## config.mk

```make
export PLATFORM = sky130hd
export DESIGN_NAME = regfile_wb_arbiter
export DESIGN_NICKNAME = d
export VERILOG_FILES = /design/src/rtl/regfile_wb_arbiter.sv
export SDC_FILE = /design/constraint.sdc
export NUM_CORES = 1
export LEC_CHECK = 0
export ABC_AREA = 1
export ABC_CLOCK_PERIOD_IN_PS = 2700
export CORE_AREA = 2 2 67 69
export CTS_CLUSTER_DIAMETER = 150
export DETAILED_ROUTE_END_ITERATION = 10
export DIE_AREA = 0 0 69 71
export DONT_BUFFER_PORTS = 1
export PLACE_DENSITY_LB_ADDON = 0.12
export SETUP_SLACK_MARGIN = 0.15
export SLEW_MARGIN = 20
export SYNTH_ARGS = -nofsm -noshare
export SYNTH_HDL_FRONTEND = slang
export SYNTH_SLANG_ARGS = --single-unit
```

## constraint.sdc

```tcl
create_clock -name clk -period 2.7 [get_ports clk]
set_input_delay 0.27 -clock clk [delete_from_list [all_inputs] [get_ports clk]]
set_output_delay 0.27 -clock clk [all_outputs]
set_load 0.01 [all_outputs]
```

## src/rtl/regfile_wb_arbiter.sv

```systemverilog
// Round-robin arbiter sharing the regfile write port among NUM_REQ writeback sources.
// Optional busy-register scoreboard enabled by defining REGFILE_WB_SCOREBOARD_EN.
module regfile_wb_arbiter #(
  parameter int NUM_REQ = 3
) (
  input  logic                  clk,
  input  logic                  rst_n,
  input  logic [NUM_REQ-1:0]    req_valid,
  output logic [NUM_REQ-1:0]    req_ready,
  input  logic [NUM_REQ*5-1:0]  req_num,
  input  logic [NUM_REQ*32-1:0] req_data,
  output logic [4:0]            write_num,
  output logic [31:0]           write_data,
  output logic                  write_en,
  input  logic                  rsv_en,
  input  logic [4:0]            rsv_num,
  input  logic [4:0]            busy1_num,
  input  logic [4:0]            busy2_num,
  output logic                  busy1,
  output logic                  busy2
);

  localparam int PTR_W = (NUM_REQ > 1) ? $clog2(NUM_REQ) : 1;
  localparam logic [PTR_W-1:0] LAST_IDX = PTR_W'(NUM_REQ - 1);

  logic [PTR_W-1:0] ptr_q, ptr_d;
  logic [PTR_W-1:0] gnt_idx;
  logic [PTR_W-1:0] scan_sel;
  int               scan_idx;
  logic             gnt_found;
  logic [4:0]       sel_num;
  logic [31:0]      sel_data;

  logic [4:0]       write_num_q, write_num_d;
  logic [31:0]      write_data_q, write_data_d;
  logic             write_en_q, write_en_d;

  // Scan from the pointer upward, wrapping once; first valid requester wins.
  always_comb begin
    gnt_found = 1'b0;
    gnt_idx   = '0;
    scan_idx  = 0;
    scan_sel  = '0;
    req_ready = '0;
    for (int k = 0; k < NUM_REQ; k++) begin
      scan_idx = int'(ptr_q) + k;
      if (scan_idx >= NUM_REQ) scan_idx = scan_idx - NUM_REQ;
      scan_sel = scan_idx[PTR_W-1:0];
      if (!gnt_found && req_valid[scan_sel]) begin
        gnt_found = 1'b1;
        gnt_idx   = scan_sel;
      end
    end
    if (gnt_found) req_ready[gnt_idx] = 1'b1;
  end

  always_comb begin
    sel_num  = '0;
    sel_data = '0;
    for (int i = 0; i < NUM_REQ; i++) begin
      if (req_ready[i]) begin
        sel_num  = sel_num  | req_num[i*5 +: 5];
        sel_data = sel_data | req_data[i*32 +: 32];
      end
    end
  end

  always_comb begin
    ptr_d        = ptr_q;
    write_num_d  = write_num_q;
    write_data_d = write_data_q;
    write_en_d   = 1'b0;
    if (gnt_found) begin
      ptr_d        = (gnt_idx == LAST_IDX) ? '0 : gnt_idx + 1'b1;
      write_num_d  = sel_num;
      write_data_d = sel_data;
      write_en_d   = (sel_num != 5'd0);
    end
  end

  always_ff @(posedge clk or negedge rst_n) begin
    if (!rst_n) begin
      ptr_q        <= '0;
      write_num_q  <= '0;
      write_data_q <= '0;
      write_en_q   <= 1'b0;
    end else begin
      ptr_q        <= ptr_d;
      write_num_q  <= write_num_d;
      write_data_q <= write_data_d;
      write_en_q   <= write_en_d;
    end
  end

  assign write_num  = write_num_q;
  assign write_data = write_data_q;
  assign write_en   = write_en_q;

`ifdef REGFILE_WB_SCOREBOARD_EN
  logic [31:0] busy_q, busy_d;

  // Set is applied after clear so a new producer reserved on the commit edge stays pending.
  always_comb begin
    busy_d = busy_q;
    if (write_en_q) busy_d[write_num_q] = 1'b0;
    if (rsv_en)     busy_d[rsv_num]     = 1'b1;
    busy_d[0] = 1'b0;
  end

  always_ff @(posedge clk or negedge rst_n) begin
    if (!rst_n) busy_q <= '0;
    else        busy_q <= busy_d;
  end

  assign busy1 = busy_q[busy1_num];
  assign busy2 = busy_q[busy2_num];
`else
  logic unused_sb;
  assign unused_sb = ^{rsv_en, rsv_num, busy1_num, busy2_num};
  assign busy1     = 1'b0;
  assign busy2     = 1'b0;
`endif

endmodule

```

## Word-level counts from Yosys, hierarchy flattened

Cells that the tools add are included.

- Add/subtract/negate cells: 6
- $mul: 0
- Div/mod/pow operators: 0
- $lt $le $gt $ge: 8
- Equality and inequality tests: 1
- Shifts and indexed selects: 0
- Mux-type cells: 26
- Bitwise operators: 4
- Reductions and logical operators: 6

Operator list:

| cell | number |
|---|---|
| $mux 32 | 3 |
| $or 32x32->32 | 2 |
| $mux 5 | 3 |
| $mux 2 | 7 |
| $lt 2x3->1 const B | 4 |
| $or 5x5->5 | 2 |
| $mux 1 | 8 |
| $bmux 1 s2 | 3 |
| $ge 3x2->1 const B | 2 |
| $sub 2x2->2 const B | 3 |
| $reduce_bool 5->1 | 1 |
| $add 2x1->3 const B | 1 |
| $add 2x2->3 const B | 1 |
| $logic_and 1x1->1 | 3 |
| $mux 3 | 1 |
| $add 2x1->2 const B | 1 |
| $demux 1 s2 | 1 |
| $eq 2x2->1 const B | 1 |
| $ge 2x1->1 const B | 1 |
| $ge 2x2->1 const B | 1 |
| $logic_not 1->1 | 2 |

- Bits in registers: 40
- Latch bits: 0
- Bits in writable memories: 0
- Memory bits (read-only): 0
- Output and inout port bits: 43
- Word-level logic and storage cells: 55
- Memories kept: 0

## Depth between registers and ports, before layout

- Depth after elaboration: 23
- Mapped depth: 15

## Worst setup path after synthesis

OpenSTA, ideal clock, no wires.

- Path kind: register -> output
- From: register ptr_q[0]
- To: output req_ready[0]
- Data arrival time: 1.720 ns
- Slack: 0.710 ns
- Cell stages (with the launch flop): 12
- Path buffers: 2
- Cell sequence: dfrtp_1 > inv_1 > ha_1 > buf_6 > o21ai_1 > nand2_2 > nand4_1 > nand2_1 > nor2_4 > nand2_4 > inv_4 > buf_12

- Word-level cells in the longest chain between the ends: 16
- Elaborated cells between the ends (all ways): 33
- Classes of those cells: 5 x add/sub; 5 x order compare; 18 x mux; 5 x reduce/logical

Ends and longest elaborated chain:

| element | RTL line | RTL |
|---|---|---|
| from (decl) | 26 | `logic [PTR_W-1:0] ptr_q, ptr_d;` |
| from (signal assigned) | 88 | `ptr_q <= ptr_d;` |
| branches (longest 15 deep; another with $add 2x1->3) | n/a |  |
| $mux 3 (*) | 54 | `if (gnt_found) req_ready[gnt_idx] = 1'b1;` |
| to (decl) | 9 | `output logic [NUM_REQ-1:0] req_ready,` |

Mark *: on every way between the ends. The select of a mux whose other input is x is not followed.

## Worst setup path in the final report

Same ends and word-level chain as after synthesis.

==> results_dict.tcl <==
set metrics [dict create \
    die-area_um2 4900 \
    netlist_area_um2 2430 \
    setup_viol 0 \
    ff_latch_area_um2 1000 \
    drv_slew 0 \
    diodes 0 \
    dieHeight_um 71 \
    globalRoute.totalOverflow 0 \
    slowest_delay_ps 410 \
    route.detailed.drc 0 \
    final_cell_mix "89 x nand2_1, 49 x nand3_1, 40 x dfrtp_1, 29 x a22oi_2, 9 x inv_1" \
    first_pass_iters 4 \
    power.leakage_nw 1.13 \
    first_global_vias 1810 \
    synth_seq_cells 40 \
    crit_path_max_fanout 14 \
    multi_input_area_um2 1220 \
    crit_start "ptr_q[0]" \
    fillCellCount 383 \
    setup_tns_ps 0 \
    post_drt_wl_per_cell_um 17.1 \
    grt.total_usage 0.219 \
    antenna_found_initial 0 \
    required_ps 2430 \
    clockBufferDepth 2 \
    outcome "complete, no violations" \
    r2r_slack_ps 460 \
    vias_per_cell 5.83 \
    vias 1900 \
    yosysSeqAreaShare 0.413 \
    ios 175 \
    final_antenna_net_count 0 \
    cpLargestDelayFamily "simple AND/OR/NAND/NOR gates" \
    place.port_buffers 0 \
    endpoint_kind "output pin" \
    finalNonFillerCells 326 \
    hold_path_class "in2reg" \
    worstPathArrival_ps 2100 \
    yosysWarningCount 0 \
    clk_pin_slew_ps 70 \
    slowest_stage "dfrtp_1" \
    drtIter0Drc 94 \
    reg2reg_from "ptr_q[0]" \
    worstSkewPairLatency_ps 280 \
    hold_slack_ps 115 \
    vdd_drop_max_mv 1.74 \
    path_buf_inv 4 \
    grt_setup_unrepaired "no" \
    hp-start "req_data[10]" \
    syn_inst 275 \
    use_met3 0.0726 \
    synthToLayoutAreaGrowth_pct 5.52 \
    core-area_um2 4200 \
    drive_gt1_frac 0.219 \
    numCtsBuffers 5 \
    start_util 0.577 \
    finalHoldViolations 0 \
    maxCapViolCount 0 \
    top_usage_layer "met2" \
    grtUsageMet1 0.267 \
    numClockSinks 40 \
    rows 24 \
    layout.nets 410 \
    die_w_um 69 \
    skew_ps 4.57 \
    cp_cell_sequence "inv_2, ha_4, inv_2, nand2_1, nand3_1, nand2_2, nand4_1, nand2_1, nor2_4, nand2_4, clkinv_8, buf_12" \
    final_common_cell "nand2_1" \
    cts_tree "yes" \
    grt_max_degree 41 \
    yosys.cell_types.count 28 \
    htreeDepth 2 \
    dp_cells 315 \
    period_share 0.879 \
    max_freq_mhz 422 \
    routed_wl_um 5590 \
    start_kind "flop" \
    cts-root-buf "clkbuf_8" \
    cellPowerDensity_nw_per_um2 2030 \
    place_hpwl_um 3980 \
    criticalPathCategory "reg2out" \
    grt_util_met2 0.369 \
    finalCriticalPeriod_ps 2370 \
    power_mw 5.19 \
    grt_pass1_wl_um 8560 \
    avgSynthCellArea_um2 8.82 \
    gp_congestion 0.841 \
]
cells in the mapped netlist (all sizes together):
library cell	count	area, um2
nand2	93	369
nand3	51	265
dfrtp	40	1000
a22oi	32	385
buf	16	160
inv	15	61.3
nor2	8	40.0
a21o	4	30.0
ha	4	50.1
o21ai	4	20.0
nand4	2	12.5
nor3	2	10.0
a21boi	1	7.51
a31oi	1	6.26
clkbuf	1	3.75
conb	1	3.75
routing by layer:
metal  vias up  part of all wire
met2        88              0.51
met3         4             0.085
met1       886              0.40
li1        922                 -
met4         0            0.0073
met5         -                 0
worst reg2reg max path: stages, from the launching register on:
cell and delay (ps):
dfrtp_1 410, inv_2 80, ha_4 310, inv_2 50
nand2_1 50, nand3_1 80, nand2_2 100, nand4_1 150
nand2_4 170, inv_4 200, buf_4 240, a22oi_2 180
nand3_1 90
timing repair:
item                       in CTS  in global routing
pin swaps                       1                  0
hold buffers                    2                  0
hold endpoints to repair       40                  0
setup endpoints to repair       1                  3
gates resized for setup         2                  6
cloned                          0                  1
setup buffers                   1                  0
power by group:
part	switching [mW]	internal [mW]
Sequential	0.366	0.971
Clock	0.183	0.227
Combinational	2.07	1.37
Total	2.62	2.57
final cells by class:
class                           count  share of cell area
Timing Repair Buffer                8              0.0411
Sequential cell                    40               0.391
Inverter                           15              0.0279
Clock buffer                        7              0.0376
Multi-Input combinational cell    204               0.477
Tap cell                           52              0.0254
path summary, 6_finish.rpt:
path,endpoint,cells past startpoint
hold reg to reg,write_num[1],1
max in group asynchronous,write_data[14],2
min in group asynchronous,write_data[19],2
setup reg to reg,write_data[31],12
hold / removal,write_data[10],2
setup / recovery,req_ready[0],12
cells by family (layout without fill, tap and decap cells):
logic type / after synthesis / in the layout / share of synthesized area
simple gates: 156 / 156 / 0.287
compound gates: 42 / 42 / 0.185
fa+ha+maj: 4 / 4 / 0.0206
other cells: 1 / 2 / 0.00155
buf+inv: 32 / 30 / 0.0928
flops: 40 / 40 / 0.413
state kept, by name, summed over array words and instances (netlist names):
signal      count
ptr_q           2
write_data     32
write_en        1
write_num       5
through the flow:
stage	util	cell area [um2]	worst slack [ps]
2_1_floorplan	-	2430	710
3_3_place_gp	0.565	2370	371
3_5_place_dp	0.565	2370	354
4_1_cts	0.598	2510	190
5_1_grt	0.609	2560	161
6_report	0.609	2560	328
(Power assumes the default switching activity.)
